==> src/rtl/cla_pipe_adder.sv <==
// Pipelined carry-lookahead adder/subtractor.
// The WIDTH-bit word is cut into NSEG segments of SEG bits, and each pipeline stage
// resolves one segment. A segment is a set of 4-bit CLA groups joined by a flat
// group-level lookahead. The carry between segments is registered. Operands skew
// forward through the stages alongside the partial sum and the running word P/G.
// One global advance enable (in_ready) moves every stage together, giving full
// backpressure with single-cycle throughput.
// WIDTH must be a multiple of SEG, SEG a multiple of 4, and WIDTH/SEG >= 1.

module cla_pipe_adder #(
    parameter int WIDTH = 16,
    parameter int SEG   = 8
) (
    input  logic             clk,
    input  logic             rst_n,
    input  logic             in_valid,
    output logic             in_ready,
    input  logic [WIDTH-1:0] in_a,
    input  logic [WIDTH-1:0] in_b,
    input  logic             in_cin,
    input  logic             in_sub,
    output logic             out_valid,
    input  logic             out_ready,
    output logic [WIDTH-1:0] out_sum,
    output logic             out_cout,
    output logic             out_ovf,
    output logic             out_zero,
    output logic             out_pg,
    output logic             out_gg
);

    localparam int NSEG = WIDTH / SEG;  // pipeline depth = latency in cycles
    localparam int NGRP = SEG / 4;      // 4-bit CLA groups per segment

    // carry[i] is the carry into bit i of the group; carry[0] is the group carry-in
    typedef struct packed {
        logic [3:0] carry;
        logic       pg;
        logic       gg;
    } grp_t;

    typedef struct packed {
        logic [SEG-1:0] sum;
        logic           cout;     // carry out of the segment MSB
        logic           msb_cin;  // carry into the segment MSB (used for overflow)
        logic           pg;
        logic           gg;
    } seg_t;

    // Single 4-bit CLA group: internal carries, group propagate/generate
    function automatic grp_t cla_group(input logic [3:0] p, input logic [3:0] g,
                                       input logic cin);
        grp_t r;
        r.carry[0] = cin;
        r.carry[1] = g[0] | (p[0] & cin);
        r.carry[2] = g[1] | (p[1] & g[0]) | (p[1] & p[0] & cin);
        r.carry[3] = g[2] | (p[2] & g[1]) | (p[2] & p[1] & g[0])
                   | (p[2] & p[1] & p[0] & cin);
        r.gg       = g[3] | (p[3] & g[2]) | (p[3] & p[2] & g[1])
                   | (p[3] & p[2] & p[1] & g[0]);
        r.pg       = &p;
        return r;
    endfunction

    // One segment: group P/G first, then every group carry-in is expanded as a
    // flat sum-of-products over the lower groups, so no carry ripples group to group
    function automatic seg_t cla_segment(input logic [SEG-1:0] p, input logic [SEG-1:0] g,
                                         input logic cin);
        seg_t            r;
        grp_t            grp;
        logic [NGRP-1:0] grp_pg;
        logic [NGRP-1:0] grp_gg;
        logic [NGRP:0]   gc;
        logic            term;
        logic            prod;

        r = '0;
        for (int j = 0; j < NGRP; j++) begin
            grp       = cla_group(p[4*j +: 4], g[4*j +: 4], 1'b0);
            grp_pg[j] = grp.pg;
            grp_gg[j] = grp.gg;
        end

        gc[0] = cin;
        term  = 1'b0;
        prod  = 1'b1;
        for (int j = 1; j <= NGRP; j++) begin
            term = 1'b0;
            prod = 1'b1;
            for (int i = j - 1; i >= 0; i--) begin
                term = term | (grp_gg[i] & prod);
                prod = prod & grp_pg[i];
            end
            gc[j] = term | (prod & cin);
        end
        // After the last pass, term/prod span every group of the segment
        r.gg   = term;
        r.pg   = prod;
        r.cout = gc[NGRP];

        for (int j = 0; j < NGRP; j++) begin
            grp = cla_group(p[4*j +: 4], g[4*j +: 4], gc[j]);
            r.sum[4*j +: 4] = p[4*j +: 4] ^ grp.carry;
            if (j == NGRP - 1) r.msb_cin = grp.carry[3];
        end
        return r;
    endfunction

    // Stage registers: stage k holds the state after segment k is resolved
    logic [NSEG-1:0]  st_valid;
    logic [WIDTH-1:0] st_a   [NSEG];
    logic [WIDTH-1:0] st_b   [NSEG];   // b already conditioned for subtract
    logic [WIDTH-1:0] st_sum [NSEG];
    logic [NSEG-1:0]  st_c;            // carry out of segment k
    logic [NSEG-1:0]  st_pg;
    logic [NSEG-1:0]  st_gg;
    logic             ovf_q;
    logic             zero_q;

    // Inputs seen by each stage (stage 0 from the ports, stage k from stage k-1)
    logic [NSEG-1:0]  src_valid;
    logic [WIDTH-1:0] src_a   [NSEG];
    logic [WIDTH-1:0] src_b   [NSEG];
    logic [WIDTH-1:0] src_sum [NSEG];
    logic [NSEG-1:0]  src_c;
    logic [NSEG-1:0]  src_pg;
    logic [NSEG-1:0]  src_gg;

    // Values each stage will capture on the next advance
    logic [WIDTH-1:0] nxt_sum [NSEG];
    logic [NSEG-1:0]  nxt_c;
    logic [NSEG-1:0]  nxt_pg;
    logic [NSEG-1:0]  nxt_gg;
    logic             fin_msbc;
    logic             fin_zero;
    logic             fin_ovf;

    logic             advance;

    assign out_valid = st_valid[NSEG-1];
    assign in_ready  = ~out_valid | out_ready;
    assign advance   = in_ready;

    // Per-stage segment evaluation, plus the word flags formed in the final stage
    // NOTE: every variable here is assigned unconditionally before any branch reads
    // or refines it, so this block stays purely combinational with no inferred latch.
    always_comb begin
        seg_t seg;
        logic [SEG-1:0] seg_p;
        logic [SEG-1:0] seg_g;

        src_valid[0] = in_valid;
        src_a[0]     = in_a;
        src_b[0]     = in_sub ? ~in_b : in_b;
        src_sum[0]   = '0;
        src_c[0]     = in_cin;
        src_pg[0]    = 1'b1;   // empty word: propagates, generates nothing
        src_gg[0]    = 1'b0;
        for (int k = 1; k < NSEG; k++) begin
            src_valid[k] = st_valid[k-1];
            src_a[k]     = st_a[k-1];
            src_b[k]     = st_b[k-1];
            src_sum[k]   = st_sum[k-1];
            src_c[k]     = st_c[k-1];
            src_pg[k]    = st_pg[k-1];
            src_gg[k]    = st_gg[k-1];
        end

        fin_msbc = 1'b0;
        for (int k = 0; k < NSEG; k++) begin
            seg_p = src_a[k][k*SEG +: SEG] ^ src_b[k][k*SEG +: SEG];
            seg_g = src_a[k][k*SEG +: SEG] & src_b[k][k*SEG +: SEG];
            seg   = cla_segment(seg_p, seg_g, src_c[k]);

            nxt_sum[k]                = src_sum[k];
            nxt_sum[k][k*SEG +: SEG]  = seg.sum;
            nxt_c[k]                  = seg.cout;
            nxt_pg[k]                 = src_pg[k] & seg.pg;
            nxt_gg[k]                 = seg.gg | (seg.pg & src_gg[k]);
            if (k == NSEG - 1) fin_msbc = seg.msb_cin;
        end

        fin_zero = (nxt_sum[NSEG-1] == '0);
        fin_ovf  = nxt_c[NSEG-1] ^ fin_msbc;
    end

    // Pipeline advance: all stages move together when the output slot frees up
    // NOTE: all state uses non-blocking assignment so every stage samples the
    // pre-edge value of its predecessor, independent of statement order.
    // NOTE: the datapath is reset along with the valid bits because out_sum and
    // every flag are driven straight from these registers and must read 0 in reset.
    always_ff @(posedge clk or negedge rst_n) begin
        if (!rst_n) begin
            st_valid <= '0;
            st_c     <= '0;
            st_pg    <= '0;
            st_gg    <= '0;
            ovf_q    <= 1'b0;
            zero_q   <= 1'b0;
            for (int k = 0; k < NSEG; k++) begin
                st_a[k]   <= '0;
                st_b[k]   <= '0;
                st_sum[k] <= '0;
            end
        end else if (advance) begin
            st_valid <= src_valid;
            st_c     <= nxt_c;
            st_pg    <= nxt_pg;
            st_gg    <= nxt_gg;
            ovf_q    <= fin_ovf;
            zero_q   <= fin_zero;
            for (int k = 0; k < NSEG; k++) begin
                st_a[k]   <= src_a[k];
                st_b[k]   <= src_b[k];
                st_sum[k] <= nxt_sum[k];
            end
        end
    end

    assign out_sum  = st_sum[NSEG-1];
    assign out_cout = st_c[NSEG-1];
    assign out_pg   = st_pg[NSEG-1];
    assign out_gg   = st_gg[NSEG-1];
    assign out_ovf  = ovf_q;
    assign out_zero = zero_q;

endmodule

==> config.mk <==
export PLATFORM = sky130hd
export DESIGN_NAME = cla_pipe_adder
export DESIGN_NICKNAME = d
export VERILOG_FILES = /design/src/rtl/cla_pipe_adder.sv
export SDC_FILE = /design/constraint.sdc
export NUM_CORES = 1
export LEC_CHECK = 0
export ABC_AREA = 1
export CAP_MARGIN = 10
export CORE_AREA = 5 5 92 103
export DETAILED_ROUTE_END_ITERATION = 8
export DIE_AREA = 0 0 97 108
export SLEW_MARGIN = 10
export SYNTH_ARGS = -nofsm -noshare
export SYNTH_HDL_FRONTEND = slang
export SYNTH_SLANG_ARGS = --single-unit
==> constraint.sdc <==
create_clock -name clk -period 5.3 [get_ports clk]
set_input_delay 1.06 -clock clk [delete_from_list [all_inputs] [get_ports clk]]
set_output_delay 1.06 -clock clk [all_outputs]
set_load 0.02 [all_outputs]
After elaboration in Yosys (flattened, before gate mapping)
Cells that the tools add are included.

storage, ports and cells
  register bits after elaboration = 66
  input port bits = 38
  output and inout bits = 23
  word-level logic and storage cells = 137

operators by class
  mux-type cells = 1
  bitwise logic cells = 121
  reduce and logical (&&, ||, !) cells = 5

operators with widths
  operator             count
  1-bit bitwise AND    66
  1-bit OR             44
  8-bit bitwise AND    2
  16-bit logical NOT   1
  16-bit two-way mux   1
  16-bit NOT           1
  4-bit AND reduction  4
  4-bit XOR            4
  8-bit XOR            2
  1-bit NOT            1
  1-bit XOR            1

Depth between registers and ports, before layout
Gate-level depths: netlist of run 1.

  depth in word-level cells = 11
  gate-level depth with buffers = 16
  gate-level depth less buffers = 16

Least setup slack after synthesis of run 1
OpenSTA, ideal clock, no wires.

  kind = input to register
  start = input port in_sub
  end = register st_sum (netlist bit nxt_sum[5])
  library setup time = 83 ps
  data arrival time = 2,951 ps
  required time = 5,217 ps
  path slack = 2,266 ps
  stages = 12
  buffers on the path = 2
  path through = buf_2 -> buf_4 -> xor2_1 -> ha_1 -> nand2_1 -> nor2_1 -> nand2_1 -> nand3_1 -> inv_1 -> fa_1 -> xor2_1 -> o21ai_0

on the way
  longest elaborated chain between the ends = 10
  elaborated cells between the ends (all ways) = 17
  classes of those cells = mux (1); bitwise (15); reduce/logical (1)

RTL lines
  what                                                                line      source
  start: declaration                                                  21        input logic in_sub,
  16-bit two-way mux (*)                                              154       src_b[0] = in_sub ? ~in_b : in_b;
  8-bit XOR / 8-bit bitwise AND (equally long branches)               171, 172
  1-bit bitwise AND                                                   -
  1-bit OR / 1-bit bitwise AND (equally long branches) (2 in series)  -
  1-bit OR                                                            -
  1-bit OR                                                            94        gc[j] = term | (prod & cin);
  1-bit bitwise AND                                                   55        r.carry[1] = g[0] | (p[0] & cin);
  1-bit OR                                                            55
  4-bit XOR (*)                                                       103       r.sum[4*j +: 4] = p[4*j +: 4] ^ grp.carry;
  end signal: indexed assignment                                      215       st_sum[k] <= nxt_sum[k];
  end: declaration                                                    113       logic [WIDTH-1:0] st_sum [NSEG];

Mark *: on every way between the ends. The rest lies on a longest branch, timed or not.
A chain may end at the register's enable or synchronous reset.

Worst setup path after layout of run 1
Ends and elaborated chain as after synthesis.

==> results of run 1 <==
==> final timing paths <==
check                      slack, ns        start     endpoint
max in group asynchronous       4.01        rst_n     st_pg[1]
min in group asynchronous       0.85        rst_n    src_b[14]
max reg2reg                     2.75    src_a[11]     out_zero
min                             0.47  st_valid[0]  st_valid[1]
max                             1.65       in_sub   nxt_sum[5]
min reg2reg                     0.47  st_valid[0]  st_valid[1]
==> layout make-up <==
class / instances / area share, %
clock buffer: 6 / 2.28
sequential: 50 / 34.5
multi-input combinational: 251 / 38.4
timing repair buffer: 62 / 16.8
clock inverter: 2 / 0.345
tap: 111 / 3.83
inverter: 37 / 3.83
==> power breakdown <==
group	leakage (nW)	switching [W]	internal [W]
sequential	0.604	0.0000643	0.000479
clock	0.0472	0.000130	0.000105
combinational	1.12	0.000317	0.000251
==> cells in the final DEF, fill, tap and decap left out, types with 3 or more instances in the layout <==
master,netlist,layout
a21oi_1,9,9
a31oi_1,3,3
clkbuf_8,0,6
clkdlybuf4s50_1,0,59
dfrtp_1,50,50
fa_1,4,4
ha_1,16,16
inv_1,36,36
nand2_1,117,117
nand2_2,7,7
nand3_1,16,16
nor2_1,17,17
o21ai_0,24,24
o21ai_1,3,3
xnor2_1,12,12
xor2_1,9,9
==> stage by stage <==
stage          hold WS, ns  setup WS, ns  cell area, um2
5_1_grt              0.500          1.34            3630
2_1_floorplan        0.420          2.27            2830
3_3_place_gp         0.438          1.37            3530
4_1_cts              0.483          1.60            3630
6_report             0.472          1.65            3630
3_5_place_dp         0.460          1.26            3530
==> critical path: stages <==
cell             delay, ns
clkdlybuf4s50_1       0.89
xor2_1                0.35
ha_1                  0.38
nand2_1               0.10
nor2_1                0.13
nand2_1               0.07
nand3_1               0.12
inv_1                 0.07
fa_1                  0.40
xor2_1                0.15
o21ai_0               0.14
==> kinds of logic after synthesis <==
| logic type | share of synthesized area, % |
|---|---|
| AO/OA/AOI/OAI | 8.66 |
| XOR/XNOR | 6.49 |
| buffers and inverters | 6.58 |
| adder cells (fa/ha/maj) | 9.89 |
| AND/OR/NAND/NOR | 24.2 |
| flip-flops | 44.2 |
==> per-layer routing <==
| metal | track usage [%] | vias up | share of wire [%] |
|---|---|---|---|
| met4 | 3.61 | 0 | 1.2 |
| met3 | 3.48 | 7 | 4.3 |
| li1 | - | 1212 | - |
| met1 | 16.8 | 1066 | 46 |
| met2 | 21.9 | 42 | 48 |
| met5 | 0 | - | 0 |
==> flip-flops by register name (all words and copies together), names as in the netlist <==
register / count
out_sum: 16
out_zero: 1
st_pg: 2
st_c: 2
nxt_sum: 8
st_gg: 2
src_b: 8
out_ovf: 1
st_valid: 2
src_a: 8
==> results.md, run 1 <==
* Outcome: completed
* Min cycle time layout at 3.65 ns
* Via count at 2327
* Data required, critical path at 5.52 ns
* Worst endpoint data arrival time at 3.87 ns
* Area Growth Syn to Fin at 28.1%
* Rows at 35
* Final WL at 6330 um
* TritonCTS clock tree: built
* Die height at 108 um
* CTS max path bufs at 2
* TritonCTS Sinks at 50
* Cts bufs inserted at 5
* Largest net degree at the start of global routing at 63
* Max-slew headroom at the worst pin at 38.0%
* Vias in the first global route at 2401
* Mapped Cells at 349
* Post-Syn Nets at 407
* Fmax at 274 MHz
* Max IR drop VDD at 0.157 mV
* Leading cell types by count after synthesis: nand2_1, dfrtp_1, inv_1
* Ranking of synthesized cells by area: dfrtp_1, nand2_1, ha_1
* Core footprint at 8280 um2
* Synth async-reset ratio at 100%
* Setup_tns at 0 ns
* Worst slew pin tran at 0.927 ns
* CP Launch Type: input port
* Sequential-to-total area share from yosys stat at 44.2%
* Final clock skew at 0.0101 ns
* Die Area at 10500 um2
* IO Count at 61
* Routed wire length per instance at 12.2 um
* H-tree depth at 2
* DRT Pass-1 Iters at 4
* Area of the mapped netlist at 2830 um2
* Crit end category: flip-flop
* Crit Path Max Fanout at 16
* Detailed Place HPWL at 4750 um
* Hold Path Stages at 2
* Starting Density at 34.2%
* Antenna diodes at 0
* Final nets at 465
* Cts repair resizes at 0
* Final core occ at 43.9%
* Post-CTS Setup Inserts at 0
* Number of enable flip-flop cells after synthesis at 0
* Fin. max-slew vios at 0
* Die X at 97 um
* Synth cell types at 29
* # setup viols final at 0
* Global-route wire length before repair at 11300 um
* RSZ-0062 raised after global routing: false
* Placer congestion estimate at 0.821
* Cts hold-fix bufs at 0
* Cell count after placement at 511
* Gr ovfl total at 0
* Pwr per Cell Area at 371 nW/um2
* Final period util at 68.8%
* Antenna violations before repair at 0
* Max cap viols at 0
* Synth top area share at 44.2%
* Fillers at 850
* Starting DRT DRC Count at 104
* Root Buffer: clkbuf_8
* Vias per inst at 4.48
* Multi-input logic area at 1400 um2
* IO Port Bufs at 60
* Final Hold Viols at 0
* Reg2Reg Depth at 13
* Top FF cell, synth: dfrtp_1
* Final Power at 0.00135 W
* DR DRC count at 0
* Sequential cell area at 1250 um2
* Non-filler cells, final at 519
* Leakage at 1.78 nW
* Syn_area_per_cell at 8.12 um2
* #FFs+latches synth at 50
* Most common cell in the synthesized netlist: nand2_1
* Clk_lat worst skew at 0.31 ns
* Worst-path clk slew at 0.09 ns
* Ys Warns at 0
* Worst hold-check path type: flip-flop to flip-flop
* CP Class: input port to flip-flop
* Layout cells sized above 1 at 5.39%
* Synth area leader: dfrtp_1
* All-Layer GR Usage at 13.1%
* Detail Route Antenna Nets at 0
Power figures use the tool's default switching activity.
==> run 2, diff against run 1 <==
Clock period 5.3 ns to 3.6 ns, I/O delays scaled along.
==> results.md, run 2 (synthesis results as in run 1) <==
* Placer congestion estimate at 0.771
* Worst-path clk slew at 0.09 ns
* Crit path from: in_sub
* Data required, critical path at 3.82 ns
* Vias per inst at 4.59
* Reg2reg setup slack at 1.07 ns
* Starting Density at 34.2%
* Antenna diodes at 0
* RSZ-0062 raised after global routing: false
* Final clock skew at 0.00825 ns
* Setup_tns at 0 ns
* Final nets at 467
* Detailed Place HPWL at 5080 um
* Cts hold-fix bufs at 0
* Worst endpoint data arrival time at 3.09 ns
* TritonCTS clock tree: built
* Most common cell after layout, fill and taps aside: nand2_1
* Clk_lat worst skew at 0.30 ns
* Gr ovfl total at 0
* Core footprint at 8280 um2
* CTS max path bufs at 2
* CP Buf/Inv Count at 2
* Rows at 35
* IO Count at 61
* Leakage at 1.79 nW
* Detail Route Antenna Nets at 0
* Largest net degree at the start of global routing at 63
* CP Launch Type: input port
* H-tree depth at 2
* CP Class: input port to flip-flop
* Vias in the first global route at 2505
* Cts bufs inserted at 5
* CP max stage delay at 0.59 ns
* DRT Pass-1 Iters at 4
* Most frequent cells in the layout: nand2_1, clkdlybuf4s50_1, dfrtp_1
* Min cycle time layout at 2.87 ns
* Die X at 97 um
* Switch share at 37.6%
* Final WL at 6500 um
* Outcome: completed
* DR DRC count at 0
* Worst slew pin tran at 0.878 ns
* # setup viols final at 0
* Root Buffer: clkbuf_8
* Clk network pwr share at 17.0%
* Crit Path Max Fanout at 6
* DP Worst Slack at 0.406 ns
* Max reg flops at 16
* R2r startpoint: src_a[11]
* Max IR drop VDD at 0.229 mV
* Antenna violations before repair at 0
* Critical Path Slowest Stage Cell: clkdlybuf4s50_1
* Area Growth Syn to Fin at 28.5%
* Post-CTS Setup Inserts at 0
* Worst hold-check path type: flip-flop to flip-flop
* Non-filler cells, final at 521
* Layout cells sized above 1 at 5.61%
* Fin. max-slew vios at 0
* All-Layer GR Usage at 13.3%
* Seq pwr share at 40.5%
* Cts repair resizes at 0
* TritonCTS Sinks at 50
* Critical hold path startpoint: st_valid[0]
* Starting DRT DRC Count at 49
* Final WS setup at 0.729 ns
* Critical path's top delay family: adder cells
* Cell count after placement at 513
* Global-route wire length before repair at 11300 um
* Sw power at 0.000743 W
* Max-slew headroom at the worst pin at 41.4%
* Pwr per Cell Area at 543 nW/um2
* Via count at 2390
* Internal power at 0.00123 W
* Die height at 108 um
* Max cap viols at 0
* Worst-path cell chain: clkdlybuf4s50_1 > xor2_1 > ha_1 > nand2_1 > nor2_1 > nand2_1 > nand3_1 > inv_1 > fa_1 > xor2_1 > o21ai_0
* Fmax at 348 MHz
* Crit end category: flip-flop
* IO Port Bufs at 60
* Final core occ at 44.0%
* Routed wire length per instance at 12.5 um
* Part of the power in combinational logic at 42.4%
* Die Area at 10500 um2
* Final Hold Viols at 0
* Final period util at 79.8%
[run 2: routing by layer]
| layer | share of wire, % | vias to the layer above | global-route usage, % |
|---|---|---|---|
| li1 | - | 1219 | - |
| met1 | 44 | 1111 | 16.0 |
| met2 | 50 | 48 | 23.1 |
| met3 | 5.1 | 12 | 3.61 |
| met4 | 1.6 | 0 | 4.41 |
| met5 | 0 | - | 0 |
[run 2: worst paths after layout]
kind                               end  cells after the start
max                         nxt_sum[5]                     11
min                        st_valid[1]                      2
max reg2reg                   out_zero                     13
min reg2reg                st_valid[1]                      2
max in group asynchronous   out_sum[0]                      2
min in group asynchronous    src_a[14]                      1
[run 2: tightest hold or removal path: stages (launching register included)]
cell and delay (ns):
dfrtp_1 0.33, inv_1 0.04, nand2_1 0.06
[run 2: power groups by stage]
stage                     Sequential [W]  Clock [W]  Combinational, W
final                           0.000801   0.000336          0.000839
after global routing            0.000821   0.000372          0.000946
after CTS                       0.000804   0.000349          0.000857
after global placement          0.000809          0          0.000840
after detailed placement        0.000813          0          0.000853
after floorplan                 0.000898          0          0.000408
[run 2: layout make-up]
class,count,area (um2)
Sequential cell,50,1250
Fill cell,853,4640
Timing Repair Buffer,64,626
Inverter,37,139
Multi-Input combinational cell,251,1400
Tap cell,111,139
Clock buffer,7,86.3
Clock inverter,1,5.00
[run 2: per-stage QoR]
step           hold slack (ns)  power (W)  cell area, um2
6_report                 0.463    0.00198            3640
5_1_grt                  0.486    0.00214            3640
3_3_place_gp             0.435    0.00165            3550
4_1_cts                  0.465    0.00201            3640
3_5_place_dp             0.444    0.00167            3550
2_1_floorplan            0.420    0.00131            2830
